## src/rtl/i2c_reg_pkg.sv

```systemverilog
// rtl/i2c_reg_pkg.sv - I2C master core register map, command bits and arbiter state encoding
//
// Shared by everything that talks to the I2C master core register port:
//   register addresses, CMD register bit values, STATUS bit positions,
//   upload source IDs and the arbiter FSM state type.
package i2c_reg_pkg;

    // Core register addresses (3-bit register port)
    localparam logic [2:0] ADDR_PRESCALE_LO = 3'd0;
    localparam logic [2:0] ADDR_PRESCALE_HI = 3'd1;
    localparam logic [2:0] ADDR_CTRL        = 3'd2;
    localparam logic [2:0] ADDR_TX          = 3'd3;
    localparam logic [2:0] ADDR_RX          = 3'd3;
    localparam logic [2:0] ADDR_CMD         = 3'd4;
    localparam logic [2:0] ADDR_STATUS      = 3'd4;

    // CMD register bits
    localparam logic [7:0] CMD_STA  = 8'h80;
    localparam logic [7:0] CMD_STO  = 8'h40;
    localparam logic [7:0] CMD_RD   = 8'h20;
    localparam logic [7:0] CMD_WR   = 8'h10;
    localparam logic [7:0] CMD_ACK  = 8'h08;
    localparam logic [7:0] CMD_IACK = 8'h01;

    // STATUS register bit index: transfer in progress
    localparam int STATUS_TIP = 1;

    // Upload source IDs (requester index on the arbiter)
    localparam int SRC_CDC  = 0;
    localparam int SRC_POLL = 1;

    typedef enum logic [1:0] {
        ST_IDLE       = 2'd0,
        ST_GRANT      = 2'd1,
        ST_ABORT_STO  = 2'd2,
        ST_ABORT_POLL = 2'd3
    } arb_state_e;

endpackage

```

## src/rtl/i2c_sram_arbiter_if.sv

```systemverilog
// rtl/i2c_sram_arbiter_if.sv - requester and core-side bus bundle of the I2C register port arbiter
//
// Requester side: req, gnt, abort, r_tx_en/r_waddr/r_wdata, r_rx_en/r_raddr, r_rdata, busy.
// Core side:      I_TX_EN, I_WADDR, I_WDATA, I_RX_EN, I_RADDR, O_RDATA.
// slave  = arbiter view; master = environment (requesters + core) view.
interface i2c_sram_arbiter_if #(
    parameter int NREQ = 2
);
    logic [NREQ-1:0]   req;
    logic [NREQ-1:0]   gnt;
    logic [NREQ-1:0]   abort;
    logic [NREQ-1:0]   r_tx_en;
    logic [3*NREQ-1:0] r_waddr;
    logic [8*NREQ-1:0] r_wdata;
    logic [NREQ-1:0]   r_rx_en;
    logic [3*NREQ-1:0] r_raddr;
    logic [7:0]        r_rdata;
    logic              busy;

    logic              I_TX_EN;
    logic [2:0]        I_WADDR;
    logic [7:0]        I_WDATA;
    logic              I_RX_EN;
    logic [2:0]        I_RADDR;
    logic [7:0]        O_RDATA;

    modport slave (
        input  req, r_tx_en, r_waddr, r_wdata, r_rx_en, r_raddr, O_RDATA,
        output gnt, abort, busy, r_rdata,
               I_TX_EN, I_WADDR, I_WDATA, I_RX_EN, I_RADDR
    );

    modport master (
        output req, r_tx_en, r_waddr, r_wdata, r_rx_en, r_raddr, O_RDATA,
        input  gnt, abort, busy, r_rdata,
               I_TX_EN, I_WADDR, I_WDATA, I_RX_EN, I_RADDR
    );

endinterface

```

## src/rtl/rr_arbiter.sv

```systemverilog
// rtl/rr_arbiter.sv - combinational round-robin pick
//
// Ports:
//   req   in  N             request vector
//   ptr   in  $clog2(N)     index searched first; search wraps upward mod N
//   gnt   out N             one-hot winner (all zero when no request)
//   valid out 1             any request present
module rr_arbiter #(
    parameter int N = 2
) (
    input  logic [N-1:0]         req,
    input  logic [$clog2(N)-1:0] ptr,
    output logic [N-1:0]         gnt,
    output logic                 valid
);
    localparam int PW = $clog2(N);

    // ptr + off wrapped into 0..N-1 (N need not be a power of two)
    function automatic logic [PW-1:0] wrap_add(input logic [PW-1:0] base, input int off);
        int s;
        s = int'(base) + off;
        if (s >= N) s = s - N;
        return PW'(s);
    endfunction

    logic [PW-1:0] idx;

    always_comb begin
        gnt   = '0;
        valid = 1'b0;
        idx   = '0;
        for (int k = 0; k < N; k++) begin
            idx = wrap_add(ptr, k);
            if (!valid && req[idx]) begin
                gnt[idx] = 1'b1;
                valid    = 1'b1;
            end
        end
    end

endmodule

```

## src/rtl/i2c_sram_arbiter.sv

```systemverilog
// rtl/i2c_sram_arbiter.sv - round-robin arbiter sharing the I2C master core register port
//
// Ports:
//   clk    in  system clock
//   rst_n  in  asynchronous active-low reset
//   bus    slave modport of i2c_sram_arbiter_if:
//          req/gnt/abort per requester, per-requester register strobes,
//          broadcast r_rdata, busy, and the core register port I_* / O_RDATA.
// A grant lasts until the grantee drops req. A grantee silent for TIMEOUT_CYC
// cycles is revoked; the arbiter then writes STO to CMD and polls STATUS until
// TIP clears. An aborted requester stays masked until it drops req.
module i2c_sram_arbiter #(
    parameter int NREQ        = 2,
    parameter int TIMEOUT_CYC = 1000000
) (
    input  logic             clk,
    input  logic             rst_n,
    i2c_sram_arbiter_if.slave bus
);
    import i2c_reg_pkg::*;

    localparam int PW = $clog2(NREQ);
    localparam int CW = $clog2(TIMEOUT_CYC + 1);

    arb_state_e      state_q, state_d;
    logic [NREQ-1:0] gnt_q, gnt_d;
    logic [NREQ-1:0] abort_q, abort_d;
    logic [NREQ-1:0] mask_q, mask_d;
    logic [PW-1:0]   ptr_q, ptr_d;
    logic [CW-1:0]   cnt_q, cnt_d;

    logic [NREQ-1:0] eligible;
    logic [NREQ-1:0] pick;
    logic            pick_valid;
    logic            grantee_req;
    logic            grantee_strobe;
    logic            timeout;

    assign eligible       = bus.req & ~mask_q;
    assign grantee_req    = |(bus.req & gnt_q);
    assign grantee_strobe = |((bus.r_tx_en | bus.r_rx_en) & gnt_q);
    assign timeout        = (cnt_q == CW'(TIMEOUT_CYC));

    rr_arbiter #(.N(NREQ)) u_rr (
        .req   (eligible),
        .ptr   (ptr_q),
        .gnt   (pick),
        .valid (pick_valid)
    );

    always_ff @(posedge clk or negedge rst_n) begin
        if (!rst_n) begin
            state_q <= ST_IDLE;
            gnt_q   <= '0;
            abort_q <= '0;
            mask_q  <= '0;
            ptr_q   <= '0;
            cnt_q   <= '0;
        end else begin
            state_q <= state_d;
            gnt_q   <= gnt_d;
            abort_q <= abort_d;
            mask_q  <= mask_d;
            ptr_q   <= ptr_d;
            cnt_q   <= cnt_d;
        end
    end

    always_comb begin
        state_d = state_q;
        gnt_d   = gnt_q;
        abort_d = '0;
        ptr_d   = ptr_q;
        cnt_d   = '0;
        // A mask bit survives only while its requester keeps req high.
        mask_d  = mask_q & bus.req;
        case (state_q)
            ST_IDLE: begin
                gnt_d = '0;
                if (pick_valid) begin
                    state_d = ST_GRANT;
                    gnt_d   = pick;
                    for (int i = 0; i < NREQ; i++) begin
                        if (pick[i]) ptr_d = (i == NREQ - 1) ? '0 : PW'(i + 1);
                    end
                end
            end
            ST_GRANT: begin
                // Release is checked first so a release coinciding with the
                // timeout ends the grant cleanly without a STOP.
                if (!grantee_req) begin
                    state_d = ST_IDLE;
                    gnt_d   = '0;
                end else if (timeout) begin
                    state_d = ST_ABORT_STO;
                    gnt_d   = '0;
                    abort_d = gnt_q;
                    mask_d  = mask_d | gnt_q;
                end else if (!grantee_strobe) begin
                    cnt_d = cnt_q + CW'(1);
                end
            end
            ST_ABORT_STO: begin
                gnt_d   = '0;
                state_d = ST_ABORT_POLL;
            end
            ST_ABORT_POLL: begin
                gnt_d = '0;
                if (!bus.O_RDATA[STATUS_TIP]) state_d = ST_IDLE;
            end
            default: begin
                state_d = ST_IDLE;
                gnt_d   = '0;
            end
        endcase
    end

    // Core register port: grantee passes straight through; abort sequence
    // owns the port otherwise; idle drives zeros.
    always_comb begin
        bus.I_TX_EN = 1'b0;
        bus.I_WADDR = '0;
        bus.I_WDATA = '0;
        bus.I_RX_EN = 1'b0;
        bus.I_RADDR = '0;
        case (state_q)
            ST_GRANT: begin
                for (int i = 0; i < NREQ; i++) begin
                    if (gnt_q[i]) begin
                        bus.I_TX_EN = bus.r_tx_en[i];
                        bus.I_WADDR = bus.r_waddr[3*i +: 3];
                        bus.I_WDATA = bus.r_wdata[8*i +: 8];
                        bus.I_RX_EN = bus.r_rx_en[i];
                        bus.I_RADDR = bus.r_raddr[3*i +: 3];
                    end
                end
            end
            ST_ABORT_STO: begin
                bus.I_TX_EN = 1'b1;
                bus.I_WADDR = ADDR_CMD;
                bus.I_WDATA = CMD_STO;
            end
            ST_ABORT_POLL: begin
                bus.I_RX_EN = 1'b1;
                bus.I_RADDR = ADDR_STATUS;
            end
            default: begin
            end
        endcase
    end

    assign bus.gnt     = gnt_q;
    assign bus.abort   = abort_q;
    assign bus.busy    = (state_q != ST_IDLE);
    assign bus.r_rdata = bus.O_RDATA;

endmodule

```

## src/flat_wrapper.sv

```systemverilog
// flat-port wrapper written by rule: the top's interface ports become plain ports
module i2c_sram_arbiter_flat import i2c_reg_pkg::*;
#(
    parameter int NREQ        = 2,
    parameter int TIMEOUT_CYC = 1000000
)
  (clk, rst_n, bus_req, bus_r_tx_en, bus_r_waddr, bus_r_wdata, bus_r_rx_en, bus_r_raddr, bus_O_RDATA, bus_gnt, bus_abort, bus_busy, bus_r_rdata, bus_I_TX_EN, bus_I_WADDR, bus_I_WDATA, bus_I_RX_EN, bus_I_RADDR);
  i2c_sram_arbiter_if #(.NREQ(NREQ)) bus_i ();
  input  logic clk;
  input  logic rst_n;
  input wire logic [$bits(bus_i.req)-1:0] bus_req;
  input wire logic [$bits(bus_i.r_tx_en)-1:0] bus_r_tx_en;
  input wire logic [$bits(bus_i.r_waddr)-1:0] bus_r_waddr;
  input wire logic [$bits(bus_i.r_wdata)-1:0] bus_r_wdata;
  input wire logic [$bits(bus_i.r_rx_en)-1:0] bus_r_rx_en;
  input wire logic [$bits(bus_i.r_raddr)-1:0] bus_r_raddr;
  input wire logic [$bits(bus_i.O_RDATA)-1:0] bus_O_RDATA;
  output wire logic [$bits(bus_i.gnt)-1:0] bus_gnt;
  output wire logic [$bits(bus_i.abort)-1:0] bus_abort;
  output wire logic [$bits(bus_i.busy)-1:0] bus_busy;
  output wire logic [$bits(bus_i.r_rdata)-1:0] bus_r_rdata;
  output wire logic [$bits(bus_i.I_TX_EN)-1:0] bus_I_TX_EN;
  output wire logic [$bits(bus_i.I_WADDR)-1:0] bus_I_WADDR;
  output wire logic [$bits(bus_i.I_WDATA)-1:0] bus_I_WDATA;
  output wire logic [$bits(bus_i.I_RX_EN)-1:0] bus_I_RX_EN;
  output wire logic [$bits(bus_i.I_RADDR)-1:0] bus_I_RADDR;
  assign bus_i.req = bus_req;
  assign bus_i.r_tx_en = bus_r_tx_en;
  assign bus_i.r_waddr = bus_r_waddr;
  assign bus_i.r_wdata = bus_r_wdata;
  assign bus_i.r_rx_en = bus_r_rx_en;
  assign bus_i.r_raddr = bus_r_raddr;
  assign bus_i.O_RDATA = bus_O_RDATA;
  assign bus_gnt = bus_i.gnt;
  assign bus_abort = bus_i.abort;
  assign bus_busy = bus_i.busy;
  assign bus_r_rdata = bus_i.r_rdata;
  assign bus_I_TX_EN = bus_i.I_TX_EN;
  assign bus_I_WADDR = bus_i.I_WADDR;
  assign bus_I_WDATA = bus_i.I_WDATA;
  assign bus_I_RX_EN = bus_i.I_RX_EN;
  assign bus_I_RADDR = bus_i.I_RADDR;
  i2c_sram_arbiter #(.NREQ(NREQ), .TIMEOUT_CYC(TIMEOUT_CYC)) u_core (.clk(clk), .rst_n(rst_n), .bus(bus_i));
endmodule
```

## config.mk

```make
export PLATFORM = sky130hd
export DESIGN_NAME = i2c_sram_arbiter_flat
export DESIGN_NICKNAME = d
export VERILOG_FILES = /design/src/rtl/i2c_reg_pkg.sv /design/src/rtl/i2c_sram_arbiter_if.sv /design/src/rtl/rr_arbiter.sv /design/src/rtl/i2c_sram_arbiter.sv /design/src/flat_wrapper.sv
export SDC_FILE = /design/constraint.sdc
export NUM_CORES = 1
export LEC_CHECK = 0
export BUFFER_PORTS_ARGS = -buffer_cell sky130_fd_sc_hd__buf_4
export CAP_MARGIN = 20
export CORE_MARGIN = 5
export CORE_UTILIZATION = 52
export CTS_CLUSTER_SIZE = 10
export DETAILED_ROUTE_END_ITERATION = 7
export HOLD_SLACK_MARGIN = 0.06
export PLACE_DENSITY = 0.88
export SLEW_MARGIN = 20
export SYNTH_ARGS = -nofsm -noshare
export SYNTH_HDL_FRONTEND = slang
export SYNTH_HIERARCHICAL = 1
export SYNTH_SLANG_ARGS = --single-unit
```

## constraint.sdc

```tcl
create_clock -name clk -period 3.05 [get_ports clk]
set_clock_uncertainty 0.05 [all_clocks]
set_input_delay 0.4575 -clock clk [delete_from_list [all_inputs] [get_ports clk]]
set_output_delay 0.4575 -clock clk [all_outputs]
set_load 0.01 [all_outputs]
```

==> key figures <==
Outcome
  • Status: finished clean

Placement
  • Placed Cells incl. Taps: 289
  • Dpl ws: 0.880 ns
  • Post-DP Area: 0.00218 mm^2
  • Routability cong.: 0.776
  • Hpwl dp: 3270 um
  • # port buffers: 58

Floorplanning
  • Core Area: 0.00331 mm^2
  • Die Ht: 68.3 um
  • Site row count: 21
  • Die W: 68.3 um
  • Initial core utilization: 53.4%
  • I/O pin count: 73
  • Die Area: 0.00466 mm^2

Clocking
  • Worst-skew pair later-pin latency: 0.32 ns
  • Hold_buf cts: 1
  • Num CTS Buffers: 5
  • H-tree depth: 2
  • CTS tree: yes
  • Resized Gates After CTS: 0
  • CTS Buffer Depth: 2
  • Clock slew at reported path FFs: 0.09 ns
  • Clk Tree Root Cell: clkbuf_4
  • CTS sink cnt: 29
  • Postcts setup bufs: 0

Drt
  • Drt pass-1 iters: 4
  • Antenna-violating nets left: 0
  • DR vias/cell: 5.27
  • DRC errors left: 0
  • Vias after detailed routing: 1569
  • Detailed Route WL: 4200 um
  • DR WL/cell: 14.1 um
  • Drt initial violations: 71

Logic synthesis
  • Dominant cell type by area after synthesis: dfrtp_1
  • Synth warn: 6
  • Top_reg_cell synth: dfrtp_1
  • Mapped Nets: 247
  • Synth cell types: 32
  • Number of flops mapped to enable cells by yosys: 0
  • Synth top area share: 41.1%
  • Synthesized area: 0.00177 mm^2
  • Top post-synthesis cells by area: dfrtp_1, nor2_1, xor2_1
  • Sequential area share after synthesis: 41.1%
  • Mapped Avg Cell Area: 8.97 um^2
  • Top-count cell post-synth: nor2_1
  • Seq cells post-synth: 29
  • Synth Instances: 197
  • Most frequent cells after synthesis: nor2_1, dfrtp_1, a22oi_1, nand2_1, xor2_1
  • Post-synth ARST share: 100%

Timing
  • Minimum clock period: 2.55 ns
  • Worst hold slack: 0.314 ns
  • Min setup slack post-route: 0.504 ns
  • Worst-Margin Slew: 0.949 ns
  • Final period util: 83.5%
  • Setup TNS Final: 0 ns
  • Fmax: 393 MHz
  • Slew headroom: 36.5%
  • Max Slew Vio Count: 0
  • Hold Fails Final Rpt: 0
  • RSZ-0062 raised after global routing: false
  • Setup violations, final: 0

Power
  • Leak Pwr: 1.05 nW
  • Sequential power share: 40.8%
  • Power Density: 473 mW/mm^2
  • Int Pwr: 0.683 mW
  • Switching share of power: 35.7%
  • Peak supply drop: 0.315 mV
  • Clock network fraction of total power: 19.9%
  • Pwr Total: 1.06 mW
  • Switching power: 0.379 mW
  • Combinational power share: 39.3%

Worst setup path
  • FF-to-FF End: u_core/cnt_q[5]$_DFF_PN0_
  • CP Max Fanout: 15
  • Cells along the critical path: inv_1 -> nor2_1 -> a22o_1 -> a21o_1 -> buf_4
  • Slowest Stage Delay on Critical Path: 0.72 ns
  • CP Class: register to primary output
  • R2R depth: 8
  • WP buf/inv: 2
  • Crit-path leading delay family: simple AND/OR/NAND/NOR gates
  • R2R setup slack: 0.92 ns
  • Required @ worst endpoint: 2.54 ns
  • Critical Path AT: 2.04 ns
  • CP max-delay cell: nor2_1
  • Crit. End Element: primary output
  • Worst r2r src: u_core/cnt_q[0]$_DFF_PN0_
  • CP startpoint kind: register

Global routing
  • GRT Max-Usage Layer: met2
  • Initial antenna violation count: 0
  • M2 GR Usage: 31.5%
  • Met1 Track Usage GR: 19.6%
  • Largest net degree at the start of global routing: 30
  • GRT Residual Overflow: 0
  • Vias in the first global route: 1439
  • Total GRT Usage: 18.0%
  • Met3 Usage GRT: 5.75%
  • First-pass GRT wire length: 6180 um

Worst hold path
  • Hold Crit Start: bus_req[0]
  • HP Class: input port to register
  • Hold path cells: 2
  • Endpoint of the worst hold path: u_core/mask_q[0]$_DFF_PN0_

Layout
  • Layout cells sized above 1: 29.0%
  • ANT cells: 0
  • Net count reported at finish: 301
  • Post-layout util: 67.8%
  • Cell Count, Final, Fillers Out: 298
  • Final Cell Area: 0.00225 mm^2
  • Area growth syn-to-layout: 27.1%

Job
  • Max-cap viol count: 0
area by class of cell:
type	instances	area, um^2
multi-input cells	143	910
clock inverters	2	10.0
flip-flops and latches	29	726
fillers	288	1060
well taps	46	57.6
repair buffers	61	460
clock buffers	6	41.3
inverters	11	41.3
worst max path at each step:
stage / start / endpoint / slack [ns] / depth (start not counted)
6_report: u_core/bus.gnt[0]$_DFFE_PN0P_ / bus_I_RADDR[2] / 0.50 / 5
3_5_place_dp: u_core/bus.gnt[0]$_DFFE_PN0P_ / bus_I_RADDR[2] / 0.88 / 5
3_3_place_gp: u_core/bus.gnt[0]$_DFFE_PN0P_ / bus_I_WADDR[2] / 0.94 / 5
5_1_grt: u_core/bus.gnt[0]$_DFFE_PN0P_ / bus_I_WADDR[2] / 0.30 / 5
2_1_floorplan: u_core/bus.gnt[0]$_DFFE_PN0P_ / bus_I_WADDR[2] / 1.11 / 5
4_1_cts: u_core/bus.gnt[0]$_DFFE_PN0P_ / bus_I_RADDR[2] / 0.51 / 5
power groups by stage:
| stage | clock [mW] | combinational, mW | sequential [mW] |
|---|---|---|---|
| after floorplan | 0 | 0.256 | 0.441 |
| after global placement | 0 | 0.405 | 0.439 |
| after detailed placement | 0 | 0.419 | 0.440 |
| after CTS | 0.224 | 0.419 | 0.433 |
| after global routing | 0.246 | 0.457 | 0.437 |
| final | 0.211 | 0.418 | 0.433 |
placed cells by master, fill, tap and decap left out, types with 2 or more instances in the layout:
cell type	count
nor3_1	3
xor2_1	12
a31oi_1	3
nand4_1	6
a22o_1	3
ha_1	6
a21oi_1	2
nand2_1	12
a22oi_1	13
and2_1	3
clkinv_2	2
nor2_1	35
xnor2_1	6
inv_1	11
buf_4	60
nor2_2	2
nand3_1	8
clkbuf_4	5
nor2b_1	4
or4_4	2
o21ai_0	7
a21o_1	4
and3_1	2
a21boi_1	2
dfrtp_1	29
kinds of logic after synthesis:
group	synth area share [%]
adders and majority gates	4.25
AOI/OAI and AO/OA	14.9
buffers and inverters	7.44
muxes	0.567
DFF	41.1
xor gates and xnor gates	8.92
and+or+nand+nor	22.9
registers in the layout, summed over array words and instances (netlist names), named ones only:
| name | cells |
|---|---|
| u_core/bus.abort | 2 |
| u_core/bus.gnt | 2 |
| u_core/cnt_q | 20 |
| u_core/mask_q | 2 |
| u_core/ptr_q | 1 |
| u_core/state_q | 1 |
worst register-to-register path, cell delays in order, from the launching register on:
cell	delay, ns
dfrtp_1	0.43
inv_1	0.07
ha_1	0.14
and4bb_2	0.22
nand4_1	0.19
o31ai_4	0.41
nand3b_1	0.17
buf_4	0.24
nor2_1	0.09
layer usage:
metal	vias up	wire, um
met2	33	2180
met4	0	33
li1	780	-
met5	-	0
met3	4	303
met1	752	1680
No activity file was read; power rests on OpenSTA's default activity.
